<file path="src/rtl/channel_rr_sched.sv">
// ---------------------------------------------------------------------------
// channel_rr_sched
//   Round-robin scheduler sharing one cache write channel among PORTNUM
//   input ports. One port is granted per packet; the scheduler counts that
//   packet's beats against the port's length field and emits the
//   end-of-packet pulse itself. A transfer that stalls for TMO consecutive
//   idle cycles is aborted. Every packet is followed by exactly one dead
//   (GAP) cycle before the next arbitration.
//
// Ports
//   i_clk    : clock
//   i_rst_n  : asynchronous, active-low reset
//   i_req    : per-port packet request (level, held until granted)
//   i_len    : per-port packet length (beats-1), port k at [k*LENW +: LENW]
//   i_vld    : beat-valid from the granted port's datapath
//   o_grant  : one-hot grant
//   o_sel    : granted port index (qualify with o_en)
//   o_en     : channel enable, equals |o_grant
//   o_busy   : high whenever the FSM is not in IDLE
//   o_end    : one-cycle pulse, packet completed
//   o_abort  : one-cycle pulse, packet terminated by timeout
// ---------------------------------------------------------------------------
module channel_rr_sched #(
    parameter int PORTNUM = 16,
    parameter int LENW    = 6,
    parameter int TMO     = 255
) (
    input  logic                       i_clk,
    input  logic                       i_rst_n,
    input  logic [PORTNUM-1:0]         i_req,
    input  logic [PORTNUM*LENW-1:0]    i_len,
    input  logic                       i_vld,
    output logic [PORTNUM-1:0]         o_grant,
    output logic [$clog2(PORTNUM)-1:0] o_sel,
    output logic                       o_en,
    output logic                       o_busy,
    output logic                       o_end,
    output logic                       o_abort
);

    localparam int SELW = $clog2(PORTNUM);
    localparam int CW   = SELW + 1;
    localparam int TMOW = $clog2(TMO + 1);

    localparam logic [SELW-1:0] LAST_PORT = SELW'(PORTNUM - 1);
    localparam logic [TMOW-1:0] TMO_LAST  = TMOW'(TMO - 1);

    typedef enum logic [1:0] {
        ST_IDLE = 2'd0,
        ST_XFER = 2'd1,
        ST_GAP  = 2'd2
    } state_t;

    state_t               state_q, state_d;
    logic [PORTNUM-1:0]   grant_q, grant_d;
    logic [SELW-1:0]      sel_q,   sel_d;
    logic                 en_q,    en_d;
    logic                 busy_q,  busy_d;
    logic                 end_q,   end_d;
    logic                 abort_q, abort_d;
    logic [SELW-1:0]      ptr_q,   ptr_d;
    logic [LENW-1:0]      cnt_q,   cnt_d;
    logic [TMOW-1:0]      tmo_q,   tmo_d;
    logic [LENW-1:0]      len_q,   len_d;

    logic [LENW-1:0]      len_arr [PORTNUM];
    logic [SELW-1:0]      win;
    logic                 found;
    logic [CW-1:0]        cand;

    // Rotate the priority pointer; wraps at PORTNUM-1, not at the power of two.
    function automatic logic [SELW-1:0] next_port(input logic [SELW-1:0] p);
        return (p == LAST_PORT) ? '0 : p + 1'b1;
    endfunction

    always_comb begin
        for (int k = 0; k < PORTNUM; k++) begin
            len_arr[k] = i_len[k*LENW +: LENW];
        end
    end

    // Search i_req from ptr upward with wrap. The candidate carries one extra
    // bit so ptr+i never overflows before the modulo fold.
    always_comb begin
        win   = '0;
        found = 1'b0;
        cand  = '0;
        for (int i = 0; i < PORTNUM; i++) begin
            cand = {1'b0, ptr_q} + CW'(i);
            if (cand >= CW'(PORTNUM)) begin
                cand = cand - CW'(PORTNUM);
            end
            if (!found && i_req[cand[SELW-1:0]]) begin
                found = 1'b1;
                win   = cand[SELW-1:0];
            end
        end
    end

    always_comb begin
        state_d = state_q;
        grant_d = grant_q;
        sel_d   = sel_q;
        en_d    = en_q;
        end_d   = 1'b0;
        abort_d = 1'b0;
        ptr_d   = ptr_q;
        cnt_d   = cnt_q;
        tmo_d   = tmo_q;
        len_d   = len_q;

        unique case (state_q)
            ST_IDLE: begin
                if (found) begin
                    state_d      = ST_XFER;
                    sel_d        = win;
                    grant_d      = '0;
                    grant_d[win] = 1'b1;
                    en_d         = 1'b1;
                    len_d        = len_arr[win];
                    cnt_d        = '0;
                    tmo_d        = '0;
                end
            end
            ST_XFER: begin
                if (i_vld) begin
                    tmo_d = '0;
                    // Compare fires before cnt could wrap, so len=2^LENW-1 is safe.
                    if (cnt_q == len_q) begin
                        end_d   = 1'b1;
                        grant_d = '0;
                        en_d    = 1'b0;
                        ptr_d   = next_port(sel_q);
                        state_d = ST_GAP;
                    end else begin
                        cnt_d = cnt_q + 1'b1;
                    end
                end else if (tmo_q == TMO_LAST) begin
                    abort_d = 1'b1;
                    grant_d = '0;
                    en_d    = 1'b0;
                    ptr_d   = next_port(sel_q);
                    state_d = ST_GAP;
                end else begin
                    tmo_d = tmo_q + 1'b1;
                end
            end
            ST_GAP: begin
                state_d = ST_IDLE;
            end
            default: begin
                state_d = ST_IDLE;
            end
        endcase

        busy_d = (state_d != ST_IDLE);
    end

    always_ff @(posedge i_clk or negedge i_rst_n) begin
        if (!i_rst_n) begin
            state_q <= ST_IDLE;
            grant_q <= '0;
            sel_q   <= '0;
            en_q    <= 1'b0;
            busy_q  <= 1'b0;
            end_q   <= 1'b0;
            abort_q <= 1'b0;
            ptr_q   <= '0;
            cnt_q   <= '0;
            tmo_q   <= '0;
        end else begin
            state_q <= state_d;
            grant_q <= grant_d;
            sel_q   <= sel_d;
            en_q    <= en_d;
            busy_q  <= busy_d;
            end_q   <= end_d;
            abort_q <= abort_d;
            ptr_q   <= ptr_d;
            cnt_q   <= cnt_d;
            tmo_q   <= tmo_d;
        end
    end

    // Latched length is only consulted in XFER, after a grant has loaded it.
    always_ff @(posedge i_clk) begin
        len_q <= len_d;
    end

    assign o_grant = grant_q;
    assign o_sel   = sel_q;
    assign o_en    = en_q;
    assign o_busy  = busy_q;
    assign o_end   = end_q;
    assign o_abort = abort_q;

endmodule

</file>
<file path="config.mk">
export PLATFORM = sky130hd
export DESIGN_NAME = channel_rr_sched
export DESIGN_NICKNAME = d
export VERILOG_FILES = /design/src/rtl/channel_rr_sched.sv
export SDC_FILE = /design/constraint.sdc
export NUM_CORES = 1
export LEC_CHECK = 0
export ABC_AREA = 0
export CAP_MARGIN = 5
export CELL_PAD_IN_SITES_DETAIL_PLACEMENT = 0
export CELL_PAD_IN_SITES_GLOBAL_PLACEMENT = 1
export CORE_MARGIN = 3
export CORE_UTILIZATION = 44
export CTS_CLUSTER_DIAMETER = 40
export DETAILED_ROUTE_END_ITERATION = 8
export DONT_BUFFER_PORTS = 1
export GPL_ROUTABILITY_DRIVEN = 0
export MAX_ROUTING_LAYER = met4
export PLACE_DENSITY = 0.83
export SYNTH_ARGS = -nofsm -noshare
export SYNTH_HDL_FRONTEND = slang
export SYNTH_SLANG_ARGS = --single-unit
</file>
<file path="constraint.sdc">
create_clock -name i_clk -period 5.6 [get_ports i_clk]
set_input_delay 1.12 -clock i_clk [delete_from_list [all_inputs] [get_ports i_clk]]
set_output_delay 1.12 -clock i_clk [all_outputs]
set_load 0.005 [all_outputs]
</file>
After elaboration in Yosys (flattened, before gate mapping). Cells that the tools add are included.

Add/subtract/negate cells: 34. Bitwise gates (word level): 1. Equality and inequality tests: 11. Magnitude comparators: 35. Reductions and logical operators: 40. Mux-type cells: 118.

Operators by type and width (count): $mux 4 (36); $lt 4x5->1 const B (17); $ge 5x5->1 const B (16); $bmux 1 s4 (16); $mux 16 (4); $sub 4x1->4 const B (16); $mux 1 (43); $add 4x4->5 const B (8); $pmux 16 s2 (1); $mux 6 (5); $bmux 6 s4 (1); $mux 8 (3); $add 4x3->5 const B (4); $logic_and 1x1->1 (16); $pmux 8 s2 (1); $logic_not 1->1 (15); $pmux 6 s2 (1); $add 4x2->5 const B (2); $ne 3x3->1 const B (3); $add 8x1->8 const B (1); $eq 8x8->1 const B (1); $mux 2 (4); $reduce_and 4->1 (2); $add 6x1->6 const B (1); other kinds (17) (22).

Input port bits: 115. Register bits: 50. Output and inout bits: 24.

Longest topological paths before layout.
Depth in word-level cells: 56. Mapped depth: 22. Gate-level depth less buffers: 14.

Worst setup path before layout. OpenSTA, ideal clock, no wires.

Path kind: register -> register. Start point: reg ptr_q[0]. End point: reg len_q[4], data pin. Path buffers: 6. Stages on the path, launching flop included: 19. Path slack: 299 ps. Arrival time: 5037 ps. Cells stage by stage: dfrtp_1 buf_6 buf_4 buf_2 clkinv_1 clkbuf_1 ha_1 buf_6 mux4_2 mux4_2 or3_4 nor4_4 nand2_1 and2_4 buf_6 a21oi_4 mux2_2 a221oi_2 nor3_2.

Longest elaborated chain between the ends: 54.

Ends and longest elaborated chain: start: declaration (RTL line 61) `logic [SELW-1:0] ptr_q, ptr_d;`; start signal: assignment (RTL line 179) `ptr_q <= ptr_d;`; branches (longest 49 deep; another with $add 4x1->5); $mux 4 * (RTL line 93) `if (!found && i_req[cand[SELW-1:0]]) begin`; $not 4->5 (not written as such) * (RTL line 120) `len_d = len_arr[win];`; $bmux 6 s4 * (RTL line 120); $mux 6 (not written as such) * (2 in a row) (RTL line 120); end signal: assignment (RTL line 187) `len_q <= len_d;`; end: declaration (RTL line 64) `logic [LENW-1:0] len_q, len_d;`.

Every way passes the cells marked *. The select of a mux whose other input is x is not followed. A chain may end at the register's enable or synchronous reset.

Final worst setup path.
Start point: reg ptr_q[1]. End point: reg len_q[1], data pin.

Same word-level chain as after synthesis.

==> impl_metrics.json <==
{
  "layout-drive-gt1-share_pct": 14.3,
  "synth_edf_count": 6,
  "syn_area_per_cell_um2": 8.71,
  "synth_warnings": 0,
  "worst_setup_path_end_kind": "flip-flop",
  "cts_made_buffers": 5,
  "rsz0062_at_grt": "no",
  "nNetsFinal": 808,
  "initial_core_util_pct": 45.2,
  "crit_required_ps": 5720,
  "path_buf_inv": 1,
  "cts_setup_buffers": 0,
  "synth_cells": 693,
  "grt_max_degree": 63,
  "grtUsageTotal_pct": 25.3,
  "final_cells": 859,
  "skew_ps": 9.02,
  "mostFrequentLayoutCell": "nand2_1",
  "arrival_ps": 5340,
  "setup_tns_ps": 0,
  "path_cells": "inv_1, ha_1, mux4_1, mux4_2, or3_4, nor2_1, a2bb2oi_1, o21ai_1, and2_0, a22oi_1, o21ai_0, o21ai_0, a211oi_1",
  "cts_buffer_depth": 2,
  "num_rows": 42,
  "final_area_mm2": 0.00636,
  "drtIter0Drc": 522,
  "critPathTopFamily": "simple AND/OR/NAND/NOR gates",
  "maxClockFrequency_ghz": 0.191,
  "placedCellCount": 851,
  "wl_per_cell_um": 22.1,
  "drc_errors": 0,
  "seq_area_frac_synth_pct": 21.2,
  "dieArea_mm2": 0.0152,
  "io_buffers": 0,
  "htreeDepth": 2,
  "synth-main-ff-cell": "dfrtp_1",
  "cts_hold_buf": 0,
  "post_dp_cell_area_mm2": 0.00621,
  "final_cell_mix": "nand2_1, o21ai_0, mux2i_1",
  "grt_first_pass_wirelength_um": 29900,
  "synth.net_count": 819,
  "ys_async_sr_fraction_pct": 88.0,
  "worstHoldPathType": "flip-flop to flip-flop",
  "fill_cells": 1315,
  "area_delta_synth_final_pct": 5.37,
  "clock-sinks": 50,
  "critPathMaxStageDelay_ps": 940,
  "critPathSlowestCell": "and2_0",
  "cts.repair.resized": 0,
  "cts-root-buf": "clkbuf_16",
  "maxCapViolCount": 0,
  "grt-ovfl-total": 0,
  "syn_area_mm2": 0.00604,
  "yosysUniqueCellTypes": 75,
  "io_pins": 139,
  "fin_crit_sh_pct": 93.3,
  "via_per_inst": 6.82,
  "ant_nets": 0,
  "coreArea_mm2": 0.0133,
  "antenna_found_initial": 0,
  "hold_violations": 0,
  "die-width_um": 123,
  "die_y_um": 123,
  "fin_crit_ps": 5220,
  "ys_ff_latch": 50,
  "vias": 5858,
  "start_kind": "flip-flop",
  "relSlewSlack_pct": 22.7,
  "cts.clk_slew.worst_paths_ps": 70,
  "status": "finished clean",
  "final_util_pct": 47.7,
  "grt_pass1_vias": 5555,
  "drt_pass1_iterations": 6,
  "slew_violations": 0,
  "wirelength_um": 19000,
  "hpwl_um": 14600,
  "worst_path_most_repeated_cell": "o21ai_0",
  "diodes": 0,
  "criticalPathCategory": "flip-flop to flip-flop",
  "cp_max_fo": 22,
  "finalSetupViolCount": 0,
  "worst_slew_pin_slew_ps": 1160,
  "clk_latency_ps": 290,
  "cts_tree": "done"
}
## per-stage QoR
stage | hold WS (ps) | setup WS [ps]
2_1_floorplan | 449 | 299
3_3_place_gp | 472 | 480
3_5_place_dp | 485 | 265
4_1_cts | 494 | 427
5_1_grt | 506 | 20.6
6_report | 494 | 376
## final timing paths
| path | startpoint | endpoint | slack, ps | cells past startpoint |
|---|---|---|---|---|
| max | ptr_q[1] | len_q[1] | 380 | 13 |
| min | tmo_q[7] | tmo_q[7] | 490 | 1 |
| max reg2reg | ptr_q[1] | len_q[1] | 380 | 13 |
| min reg2reg | tmo_q[7] | tmo_q[7] | 490 | 1 |
| max in group asynchronous | i_rst_n | ptr_q[0] | 4990 | 0 |
| min in group asynchronous | i_rst_n | tmo_q[5] | 520 | 0 |
## synthesized netlist by cell type, types with 7 or more instances
| master | instances | area share (%) |
|---|---|---|
| a22o_1 | 8 | 1.2 |
| nand2_1 | 81 | 5.0 |
| mux4_2 | 32 | 12 |
| inv_1 | 12 | 0.75 |
| clkbuf_1 | 20 | 1.2 |
| nand3_1 | 20 | 1.7 |
| and3_1 | 9 | 0.93 |
| ha_1 | 11 | 2.3 |
| o31ai_1 | 7 | 0.87 |
| buf_2 | 7 | 0.58 |
| nand2b_1 | 8 | 0.83 |
| o21ai_0 | 69 | 5.7 |
| a211oi_1 | 7 | 0.87 |
| xnor2_1 | 8 | 1.2 |
| nor3b_1 | 13 | 1.6 |
| nor2_1 | 40 | 2.5 |
| mux2i_1 | 57 | 9.5 |
| o221ai_1 | 10 | 1.5 |
| a21oi_1 | 34 | 2.8 |
| a31oi_1 | 11 | 1.1 |
| o22ai_1 | 13 | 1.3 |
| xor2_1 | 12 | 1.7 |
| dfrtp_1 | 44 | 18 |
| buf_6 | 8 | 1.5 |
| a22oi_1 | 19 | 2.4 |
| mux2_2 | 8 | 1.5 |
| o211ai_1 | 13 | 1.6 |
## sequential cells by signal, indices dropped and copies added, names as in the netlist
| signal | count |
|---|---|
| o_end | 1 |
| o_en | 1 |
| state_q | 2 |
| o_grant | 16 |
| o_busy | 1 |
| o_sel | 4 |
| cnt_q | 6 |
| tmo_q | 8 |
| ptr_q | 4 |
| o_abort | 1 |
| len_q | 6 |
## final cells by class
type / count / area, um^2 / area share [%]
Clock buffer: 5 / 125 / 1.97
Tap cell: 176 / 220 / 3.46
Multi-Input combinational cell: 585 / 4440 / 69.9
Sequential cell: 50 / 1280 / 20.2
Clock inverter: 3 / 28.8 / 0.452
Timing Repair Buffer: 26 / 208 / 3.27
Inverter: 14 / 52.6 / 0.826
## layer usage
metal	up-vias	GRT usage [%]	share of wire [%]
li1	2658	-	-
met1	2832	36.2	43
met2	339	36.9	45
met3	29	5.49	11
met4	0	5.74	1.5
met5	-	-	0
## cells by family (layout without fill, tap and decap cells)
group,Yosys count,after routing,share of synthesized area (%)
compound gates,237,237,26.2
simple gates,218,218,18.4
mux,99,99,23.8
buf+inv,58,48,5.18
flops,50,50,21.2
xor+xnor,20,20,2.90
fa+ha+maj,11,11,2.28
Power is not shown: default switching activity piles up to over one toggle a cycle in this logic, so the estimate is an artifact.
